--- src/rtl/multi_lane_data_receiver_pkg.sv ---
// Shared types and constants for the multi-lane serial receiver.
package multi_lane_data_receiver_pkg;

  localparam int unsigned ENC_DATA_BITS = 216;
  localparam int unsigned RX_SYNC_BITS  = 8;
  localparam logic [RX_SYNC_BITS-1:0] RX_SYNC_WORD = 8'hA5;

  typedef enum logic [1:0] {
    RX_IDLE,
    RX_HUNT,
    RX_RECEIVE,
    RX_DONE
  } rx_state_t;

endpackage

--- src/rtl/lane_sync_detector.sv ---
// Per-lane sync word detector: shift history plus a combinational compare that
// includes the bit being sampled on the current edge.
module lane_sync_detector #(
  parameter int unsigned SYNC_BITS = 8,
  parameter logic [SYNC_BITS-1:0] SYNC_WORD = 8'hA5
) (
  input  logic clk,
  input  logic rst,
  input  logic serial_in,
  output logic match
);

  if (SYNC_BITS < 2) begin : g_bad_sync_bits
    $fatal(1, "lane_sync_detector: SYNC_BITS must be at least 2");
  end

  // Only the older SYNC_BITS-1 bits need storing; the newest comes from the pin.
  logic [SYNC_BITS-2:0] sync_q;

  // History shifts every cycle regardless of receiver state.
  always_ff @(posedge clk) begin
    if (rst) begin
      sync_q <= '0;
    end else begin
      sync_q <= (SYNC_BITS-1)'({sync_q, serial_in});
    end
  end

  assign match = ({sync_q, serial_in} == SYNC_WORD);

endmodule

--- src/rtl/multi_lane_data_receiver.sv ---
// Multi-lane serial receiver: hunts for a sync word on every lane, then
// deserialises a lane-interleaved, MSB-first payload onto a valid/ready port.
module multi_lane_data_receiver
  import multi_lane_data_receiver_pkg::*;
#(
  parameter int unsigned DATA_BITS      = ENC_DATA_BITS,
  parameter int unsigned LANES          = 4,
  parameter int unsigned SYNC_BITS      = RX_SYNC_BITS,
  parameter logic [SYNC_BITS-1:0] SYNC_WORD = SYNC_BITS'(RX_SYNC_WORD),
  parameter int unsigned TIMEOUT_CYCLES = 1024
) (
  input  logic                 clk,
  input  logic                 rst,
  input  logic                 receive_start,
  input  logic [LANES-1:0]     serial_in,
  output logic [DATA_BITS-1:0] data_out,
  output logic                 data_valid,
  input  logic                 data_ready,
  output logic                 busy,
  output logic                 sync_err,
  output logic                 timeout
);

  if ((LANES == 0) || (DATA_BITS % LANES != 0)) begin : g_bad_lanes
    $fatal(1, "multi_lane_data_receiver: DATA_BITS must be divisible by LANES");
  end

  localparam int unsigned BEATS  = DATA_BITS / LANES;
  localparam int unsigned BEAT_W = (BEATS > 1) ? $clog2(BEATS) : 1;
  localparam int unsigned HUNT_W = (TIMEOUT_CYCLES > 1) ? $clog2(TIMEOUT_CYCLES) : 1;
  localparam logic [BEAT_W-1:0] BEAT_LAST = BEAT_W'(BEATS - 1);
  localparam logic [HUNT_W-1:0] HUNT_LAST =
    HUNT_W'((TIMEOUT_CYCLES > 0) ? (TIMEOUT_CYCLES - 1) : 0);

  rx_state_t             state_q;
  logic [BEAT_W-1:0]     beat_q;
  logic [HUNT_W-1:0]     hunt_q;
  logic [DATA_BITS-1:0]  shift_q;
  logic [DATA_BITS-1:0]  shift_d;
  logic [DATA_BITS-1:0]  data_out_q;
  logic                  data_valid_q;
  logic                  busy_q;
  logic                  sync_err_q;
  logic                  timeout_q;

  logic [LANES-1:0]      match;
  logic [LANES-1:0]      lane_bits_c;

  // One detector per lane; lane k also feeds bit LANES-1-k of each beat so lane 0 lands most significant.
  for (genvar k = 0; k < LANES; k++) begin : g_lane
    lane_sync_detector #(
      .SYNC_BITS (SYNC_BITS),
      .SYNC_WORD (SYNC_WORD)
    ) u_det (
      .clk       (clk),
      .rst       (rst),
      .serial_in (serial_in[k]),
      .match     (match[k])
    );
    assign lane_bits_c[LANES-1-k] = serial_in[k];
  end

  // Earlier beats move toward the MSB as each new beat is appended.
  assign shift_d = (shift_q << LANES) | DATA_BITS'(lane_bits_c);

  // Receiver FSM with registered outputs.
  always_ff @(posedge clk) begin
    if (rst) begin
      state_q      <= RX_IDLE;
      beat_q       <= '0;
      hunt_q       <= '0;
      shift_q      <= '0;
      data_out_q   <= '0;
      data_valid_q <= 1'b0;
      busy_q       <= 1'b0;
      sync_err_q   <= 1'b0;
      timeout_q    <= 1'b0;
    end else begin
      sync_err_q <= 1'b0;
      timeout_q  <= 1'b0;
      case (state_q)
        RX_IDLE: begin
          if (receive_start) begin
            state_q <= RX_HUNT;
            busy_q  <= 1'b1;
            hunt_q  <= '0;
          end
        end
        RX_HUNT: begin
          if (&match) begin
            state_q <= RX_RECEIVE;
            beat_q  <= '0;
          end else if (|match) begin
            sync_err_q <= 1'b1;
          end else if ((TIMEOUT_CYCLES != 0) && (hunt_q == HUNT_LAST)) begin
            state_q   <= RX_IDLE;
            busy_q    <= 1'b0;
            timeout_q <= 1'b1;
          end else if (TIMEOUT_CYCLES != 0) begin
            hunt_q <= hunt_q + HUNT_W'(1);
          end
        end
        RX_RECEIVE: begin
          shift_q <= shift_d;
          beat_q  <= beat_q + BEAT_W'(1);
          if (beat_q == BEAT_LAST) begin
            data_out_q   <= shift_d;
            data_valid_q <= 1'b1;
            state_q      <= RX_DONE;
          end
        end
        RX_DONE: begin
          if (data_ready) begin
            data_valid_q <= 1'b0;
            if (receive_start) begin
              state_q <= RX_HUNT;
              hunt_q  <= '0;
            end else begin
              state_q <= RX_IDLE;
              busy_q  <= 1'b0;
            end
          end
        end
        default: begin
          state_q <= RX_IDLE;
          busy_q  <= 1'b0;
        end
      endcase
    end
  end

  assign data_out   = data_out_q;
  assign data_valid = data_valid_q;
  assign busy       = busy_q;
  assign sync_err   = sync_err_q;
  assign timeout    = timeout_q;

endmodule
--- config.mk ---
export PLATFORM = sky130hd
export DESIGN_NAME = multi_lane_data_receiver
export DESIGN_NICKNAME = d
export VERILOG_FILES = /design/src/rtl/multi_lane_data_receiver_pkg.sv /design/src/rtl/lane_sync_detector.sv /design/src/rtl/multi_lane_data_receiver.sv
export SDC_FILE = /design/constraint.sdc
export NUM_CORES = 1
export LEC_CHECK = 0
export CAP_MARGIN = 20
export CORE_MARGIN = 4
export CORE_UTILIZATION = 49
export DETAILED_ROUTE_END_ITERATION = 8
export PLACE_DENSITY_LB_ADDON = 0.25
export SLEW_MARGIN = 20
export SYNTH_ARGS = -nofsm -noshare
export SYNTH_HDL_FRONTEND = slang
export SYNTH_SLANG_ARGS = --single-unit
export TNS_END_PERCENT = 5
--- constraint.sdc ---
create_clock -name clk -period 1.8 [get_ports clk]
set_input_delay 0.36 -clock clk [delete_from_list [all_inputs] [get_ports clk]]
set_output_delay 0.36 -clock clk [all_outputs]
set_load 0.02 [all_outputs]
=== Word-level counts from Yosys, hierarchy flattened ===
Cells that the tools add are included.

* Reduce and logical (&&, ||, !) cells: 14
* $add $sub $neg: 2
* Multiplexer cells: 28
* Eq/ne operators: 20
* Bitwise gates (word level): 2

{| class="wikitable"
|+ Operators by type and width
! cell !! number
|-
| $or A216 B4 Y216 || 1
|-
| $mux W10 || 5
|-
| $eq A8 B8 Y1 const B || 4
|-
| $pmux W10 S3 || 1
|-
| $ne A2 B2 Y1 const B || 9
|-
| $mux W2 || 6
|-
| $pmux W6 S2 || 1
|-
| $mux W1 || 11
|-
| $add A10 B1 Y10 const B || 1
|-
| $eq A10 B10 Y1 const B || 1
|-
| $reduce_and A5 Y1 || 2
|-
| $pmux W2 S4 || 1
|-
| $reduce_and A7 Y1 || 1
|-
| $reduce_or A7 Y1 || 1
|-
| $add A6 B1 Y6 const B || 1
|-
| $eq A6 B6 Y1 const B || 1
|-
| $mux W6 || 1
|-
| $ne A3 B3 Y1 const B || 2
|-
| $eq A2 B2 Y1 const B || 2
|-
| $reduce_and A2 Y1 || 2
|-
| $reduce_and A4 Y1 || 1
|-
| $reduce_bool A2 Y1 || 2
|-
| $reduce_or A4 Y1 || 1
|-
| $pmux W1 S3 || 1
|-
| 7 further kinds || 7
|}

* Bits of input ports: 8
* Output and inout bits: 220
* Logic and storage cells: 79
* Flip-flop bits (word level): 478

=== Depth between registers and ports, before layout ===
* Depth after elaboration: 5
* Gate-level depth with buffers: 10
* Depth with buffers taken out: 8

=== Modules after synthesis ===
A second synthesis with hierarchy kept.

* Cell total of the unflattened synthesis: 2,065
* Area total of the unflattened synthesis: 16,609.7 um^2

{| class="wikitable"
|+ Modules (own cells, without submodules)
! module !! area each (um^2) !! cells each !! times used
|-
| multi_lane_data_receiver || 15,768.9 || 1,997 || 1
|-
| lane_sync_detector || 210.2 || 17 || 4
|}

=== Least setup slack after synthesis ===
No wires, ideal clock.

* Kind: register -> register
* Start: register beat_q[1]
* End: register data_out_q[185], in the netlist data_out[185]
* Stages on the path, launching flop included: 10
* Setup slack: 0.071 ns
* Library setup time: 0.070 ns
* Period minus slack after synthesis: 1.729 ns
* Arrival time: 1.659 ns
* Buffers on the path: 2
* Cells stage by stage: dfxtp_1 -> inv_1 -> ha_1 -> nand2_1 -> and4bb_1 -> nand2_1 -> buf_2 -> buf_1 -> nand2_1 -> a21oi_1

* Longest elaborated chain between the ends: 2

{| class="wikitable"
|+ RTL lines
! item !! line !! source
|-
| start, declared || multi_lane_data_receiver.sv:36 || <nowiki>logic [BEAT_W-1:0] beat_q;</nowiki>
|-
| start signal, assigned || multi_lane_data_receiver.sv:105 || <nowiki>beat_q <= beat_q + BEAT_W'(1);</nowiki>
|-
| $eq A6 B6 Y1 || multi_lane_data_receiver.sv:106 || <nowiki>if (beat_q == BEAT_LAST) begin</nowiki>
|-
| $reduce_and A2 Y1 (no source line) || -- ||
|-
| end signal, assigned || multi_lane_data_receiver.sv:107 || <nowiki>data_out_q <= shift_d;</nowiki>
|-
| end, declared || multi_lane_data_receiver.sv:40 || <nowiki>logic [DATA_BITS-1:0] data_out_q;</nowiki>
|}

Every way passes these cells.
A chain may end at the register's enable or synchronous reset.

=== Worst setup path in the final report ===
* Start: register beat_q[1]
* End: register data_out_q[139], in the netlist data_out[139]

The elaborated chain is that of the path after synthesis.

==> flow_summary.toml <==
[global_route]
globalRouteTotalUtil = 0.2114
grt_pass1_wl_um = 65840
gr-total-overflow = 0
grt_pass1_vias = 13220
antenna_found_initial = 0
grt_max_degree = 136

[drt]
drtIter0Drc = 1001
antenna_left = 0
drt_pass1_iterations = 5
remaining_drc_errors = 0
wl_per_cell_um = 15.31
routed_wl_um = 41850
vias = 14310
viasPerCell = 5.236

[clock_network]
clk_path_buf_depth = 3
clk_pin_slew_ns = 0.06
cts_tree = "yes"
cts_made_buffers = 47
postCtsHoldBufs = 0
root_buffer = "clkbuf_16"
clock-sinks = 478
insertion_delay_ns = 0.53
cts.htree.levels = 2

[finish]
area_delta_synth_final_pct = 27.61
layout.cells.non_filler = 2733
drive_gt1_frac = 0.08271
n_antenna_cell = 0
fin_nets = 2264

[status]
status = "complete, no violations"

[logic_synthesis]
synth_area_um2 = 16650
syn_avg_cell_area_um2 = 8.056
async_flop_share = 0
synth_edf_count = 0
yosysSeqAreaShare = 0.5747
ys_top_cells_by_area = "dfxtp_1 (57%), nand2_1 (20%), a21oi_1 (13%), clkbuf_1 (1.8%), buf_2 (1.4%)"
netlist.area_leader.share = 0.5747
ys.flop_type = "dfxtp_1"
yosysWarnings = 0
synth_cell_types = 49
yosysTopAreaCell = "dfxtp_1"
mappedNetlistNets = 2078
synth-seq-cells = 478
syn_inst = 2067

[sta]
setup-violations-final = 0
fin_crit_sh = 0.9894
clock.fmax_ghz = 0.5615
rsz0062_at_grt = "yes"
tns_ns = 0
slew_violations = 0
skew_ns = 0.009016
tightest_slew_ns = 0.7327
setup_slack_ns = 0.01916
max_slew_margin = 0.5115
hold_ws_ns = 0.03676
hold_viol = 0
layout_min_cycle_time_ns = 1.781

[floorplanning]
io_pins = 228
die_w_um = 192.3
num_rows = 67
core_um2 = 33530
start_util = 0.4966
die_y_um = 192.3
die-area_um2 = 36990

[critical_path]
cp.required_ns = 2.26
start_kind = "flip-flop"
end_kind = "flip-flop"
path_max_fanout = 35
critPathArrivalTime_ns = 2.24
worstSetupPathType = "flip-flop to flip-flop"

[power]
swShare = 0.1994
pwr-share-comb = 0.016
p_seq_frac = 0.503
ir_drop_mv = 0.6780
p_switching_mw = 4.210
total_power_mw = 21.11
intPower_mw = 16.90
powerDensity_nw_per_um2 = 993.7
power.clock.fraction = 0.482
p_leak_nw = 8.199

[min_path]
hp-class = "input pin to flip-flop"

[placed_design]
gp_congestion = 0.7812
placedCellCount = 2642
hpwl_um = 25330
port_buffers = 227
place_ws_ns = -0.4410

[flow_run]
cap_viol_max_count = 0
[stage by stage]
step	utilization	area, um^2
6_report	0.6337	21250
5_1_grt	0.6337	21250
4_1_cts	0.6228	20880
3_5_place_dp	0.5827	19540
3_3_place_gp	0.5827	19540
2_1_floorplan	-	16650
[power by group through the flow]
stage | Sequential, mW | Combinational [mW] | Clock, mW
CTS | 10.6 | 0.322 | 10.4
global route | 10.6 | 0.356 | 10.9
floorplan | 10.8 | 0.201 | 0
detailed placement | 10.8 | 0.322 | 0
global placement | 10.8 | 0.318 | 0
finish | 10.6 | 0.329 | 10.2
[worst max-delay path, stage by stage, from the launching register on]
cell	delay [ns]
dfxtp_2	0.33
inv_2	0.05
ha_1	0.12
nand2_1	0.04
and4bb_2	0.34
and2_4	0.23
buf_12	0.15
clkbuf_16	0.23
nand2_1	0.08
a21oi_1	0.12
[cells in the final DEF (no fill, tap or decap), types with 7 or more instances in the layout]
master	Yosys	layout
nand2_1	870	868
bufinv_16	0	7
buf_4	14	24
nor2_1	22	22
clkbuf_1	82	10
a21oi_1	437	410
dlygate4sd2_1	0	220
clkinv_2	0	8
buf_12	0	25
nand3_1	7	7
clkbuf_16	0	55
a21oi_2	0	27
nor2b_1	31	29
dfxtp_1	478	476
[synthesized netlist by cell type, types with 2 or more instances]
cell	instances
nand2_1	870
dfxtp_1	478
a21oi_1	437
clkbuf_1	82
buf_2	47
nor2b_1	31
nor2_1	22
buf_4	14
buf_1	8
nand2b_1	7
nand3_1	7
and4bb_1	6
a31oi_1	4
and3_1	3
ha_1	3
mux2i_1	3
nand2_2	3
nand4_1	3
nor3_1	3
a311oi_1	2
a41o_1	2
and2_1	2
and4bb_2	2
o211a_1	2
xnor2_1	2
[area by class of cell]
cell class              count  area [um^2]
fillers                  2926        12280
flip-flops and latches    478         9572
multi-input cells        1436         6548
repair buffers            289         2960
clock buffers              65         1346
well taps                 448        560.5
clock inverters            16        257.7
inverters                   1        3.754
[state kept, by name (all words and copies together), names as in the netlist, named ones only]
signal,cells
state_q,1
sync_err,1
data_out,216
shift_q,212
beat_q,6
busy,1
hunt_q,10
timeout,1
data_valid,1
g_lane.u_det.sync_q,28
[cell families (layout without fill, tap and decap cells)]
kind of cell	Yosys count	after routing	synth area share
AOI/OAI and AO/OA	459	459	0.1432
xor gates and xnor gates	2	2	0.001052
adders and majority gates	3	3	0.002255
buffers and inverters	153	371	0.04163
DFF	478	478	0.5747
muxes	4	4	0.002480
and+or+nand+nor	968	968	0.2347
[layer usage]
layer / vias to the layer above / share of wire / track usage
met2: 417 / 0.46 / 0.3380
met4: 0 / 0.020 / 0.04608
met1: 6765 / 0.44 / 0.2937
met3: 71 / 0.073 / 0.05047
li1: 7057 / - / -
met5: - / 0 / 0
[path summary, 6_finish.rpt]
kind,startpoint,end,slack [ns],cells after the start
setup reg to reg,beat_q[1],data_out[139],0.02,9
hold / removal,rst,busy,0.04,2
hold reg to reg,data_out[93],data_out[93],0.45,2
setup / recovery,beat_q[1],data_out[139],0.02,9
[repair_timing]
item                       4_1_cts  5_1_grt
setup endpoints to repair      246      253
pin swaps                        0        2
resized for setup              223       41
buffers inserted                 0        3
cloned                           0        7
(Power assumes the default switching activity.)
==> RTL edit (same flow settings) <==
Re-encode `rx_state_t` (4 states) as one-hot, 4 bits wide.
--- a/src/rtl/multi_lane_data_receiver_pkg.sv
+++ b/src/rtl/multi_lane_data_receiver_pkg.sv
@@ -5,11 +5,11 @@
   localparam int unsigned RX_SYNC_BITS  = 8;
   localparam logic [RX_SYNC_BITS-1:0] RX_SYNC_WORD = 8'hA5;
 
-  typedef enum logic [1:0] {
-    RX_IDLE,
-    RX_HUNT,
-    RX_RECEIVE,
-    RX_DONE
+  typedef enum logic [3:0] {
+    RX_IDLE    = 4'b0001,
+    RX_HUNT    = 4'b0010,
+    RX_RECEIVE = 4'b0100,
+    RX_DONE    = 4'b1000
   } rx_state_t;
 
 endpackage
Formal check against the unedited RTL: same outputs for any inputs over 4 cycles, from zero or initial values and one cycle with rst high; so few cycles prove little.
==> RTL edit against the unedited design <==
  * The flow now finishes with violations (setup timing)
  * Global-route usage decreased by 0.082 points
  * Area after synthesis is 0.18% higher
  * Wire length is 0.48% lower
  * Critical path depth decreased by 2
  * Worst setup slack worse by 0.20 ns
  * Utilization up 0.59 points
  * Count of clock-buffer cells in the layout rose by 8
  * Combinational power up 87%
  * Sequential cell count rose by 2
  * Total power is 0.35% lower
  * Design area rose by 0.94%
  * Critical path type unchanged
  * Critical endpoint is now hunt_q[3]$_SDFFE_PP0P_
  * Largest cell class unchanged
  * Highest routed layer unchanged
==> RTL edit: results (changes against the unedited design) <==
----------------------------------------------------
[Status]
  Run status ... complete, but fails checks (was finished, final reports clean)
  Violated checks ... setup timing

[Synthesis]
  Post-synth top cells ... sky130_fd_sc_hd__nand2_1, sky130_fd_sc_hd__dfxtp_1, sky130_fd_sc_hd__a21oi_1, sky130_fd_sc_hd__clkbuf_1, sky130_fd_sc_hd__nor2b_1 (was sky130_fd_sc_hd__nand2_1, sky130_fd_sc_hd__dfxtp_1, sky130_fd_sc_hd__a21oi_1, sky130_fd_sc_hd__clkbuf_1, sky130_fd_sc_hd__buf_2)
  Post-synthesis sequential element count ... 480 (was 478)
  Post-synthesis mux area share ... 0% (was 0.248%)

[Drt]
  Wire length on met3 ... 2700 um (was 3060 um)
  Number of violations reported at the end of detailed-routing iteration 0 ... 920 (was 1001)
  Routed vias/inst ... 5.15 (was 5.24)
  Met1 routed wirelength after detailed routing ... 18000 um (was 18500 um)
  Total met2 wirelength after detailed routing ... 20000 um (was 19400 um)

[STA]
  Final worst setup slack ... -0.186 ns (was 0.0192 ns)
  Final setup vio count ... 45 (was 0)
  Final Hold Slack ... 0.195 ns (was 0.0368 ns)

[Final layout]
  Combined area of the multi-input logic cells ... 0.00669 sq mm (was 0.00655 sq mm)
  Proportion of layout cells with a drive suffix above 1 ... 9.23% (was 8.27%)
  Area occupied by registers ... 0.00962 sq mm (was 0.00957 sq mm)
  Clkbuf count ... 73 (was 65)
  Signal inverters ... 3 (was 1)

[Placement]
  Worst slack, placed ... -0.594 ns (was -0.441 ns)
  Gp weighted congestion ... 0.789 (was 0.781)
  Cell Area, Placed ... 0.0197 sq mm (was 0.0195 sq mm)

[Power and ir drop]
  Reported leakage power ... 8.20 nW (about the same)
  IR drop worst, VDD ... 792 uV (was 678 uV)

[Worst setup path]
  Termination of the worst setup path ... hunt_q[3]$_SDFFE_PP0P_ (was data_out[139]$_SDFFE_PP0P_)

[Global route]
  Vias in the first global route ... 13400 (was 13200)
  Met2 track demand over resource in global routing ... 35.4% (was 33.8%)

----------------------------------------------------
RTL edit: cell types whose count changed in the layout (fill, tap and decap cells not counted), moves of 5 or more:
cell | unedited run | this run
sky130_fd_sc_hd__buf_4 | 24 | 53
sky130_fd_sc_hd__a21oi_1 | 410 | 434
sky130_fd_sc_hd__a21oi_2 | 27 | 11
sky130_fd_sc_hd__dfxtp_2 | 2 | 10
sky130_fd_sc_hd__buf_12 | 25 | 18
sky130_fd_sc_hd__dfxtp_1 | 476 | 470
sky130_fd_sc_hd__and4bb_1 | 5 | 0
RTL edit: power by group:
part | switching, mW | internal [mW] | total (mW)
Sequential | 0.0227 | 10.7 | 10.7
Clock | 3.91 | 5.83 | 9.74
Combinational | 0.373 | 0.242 | 0.616
Total | 4.31 | 16.7 | 21.0
RTL edit: repair_timing:
action	4_1_cts	5_1_grt
pin swaps	18	15
endpoints found under the setup margin	246	395
resized for setup	246	48
gates cloned	0	2
setup buffers	8	8
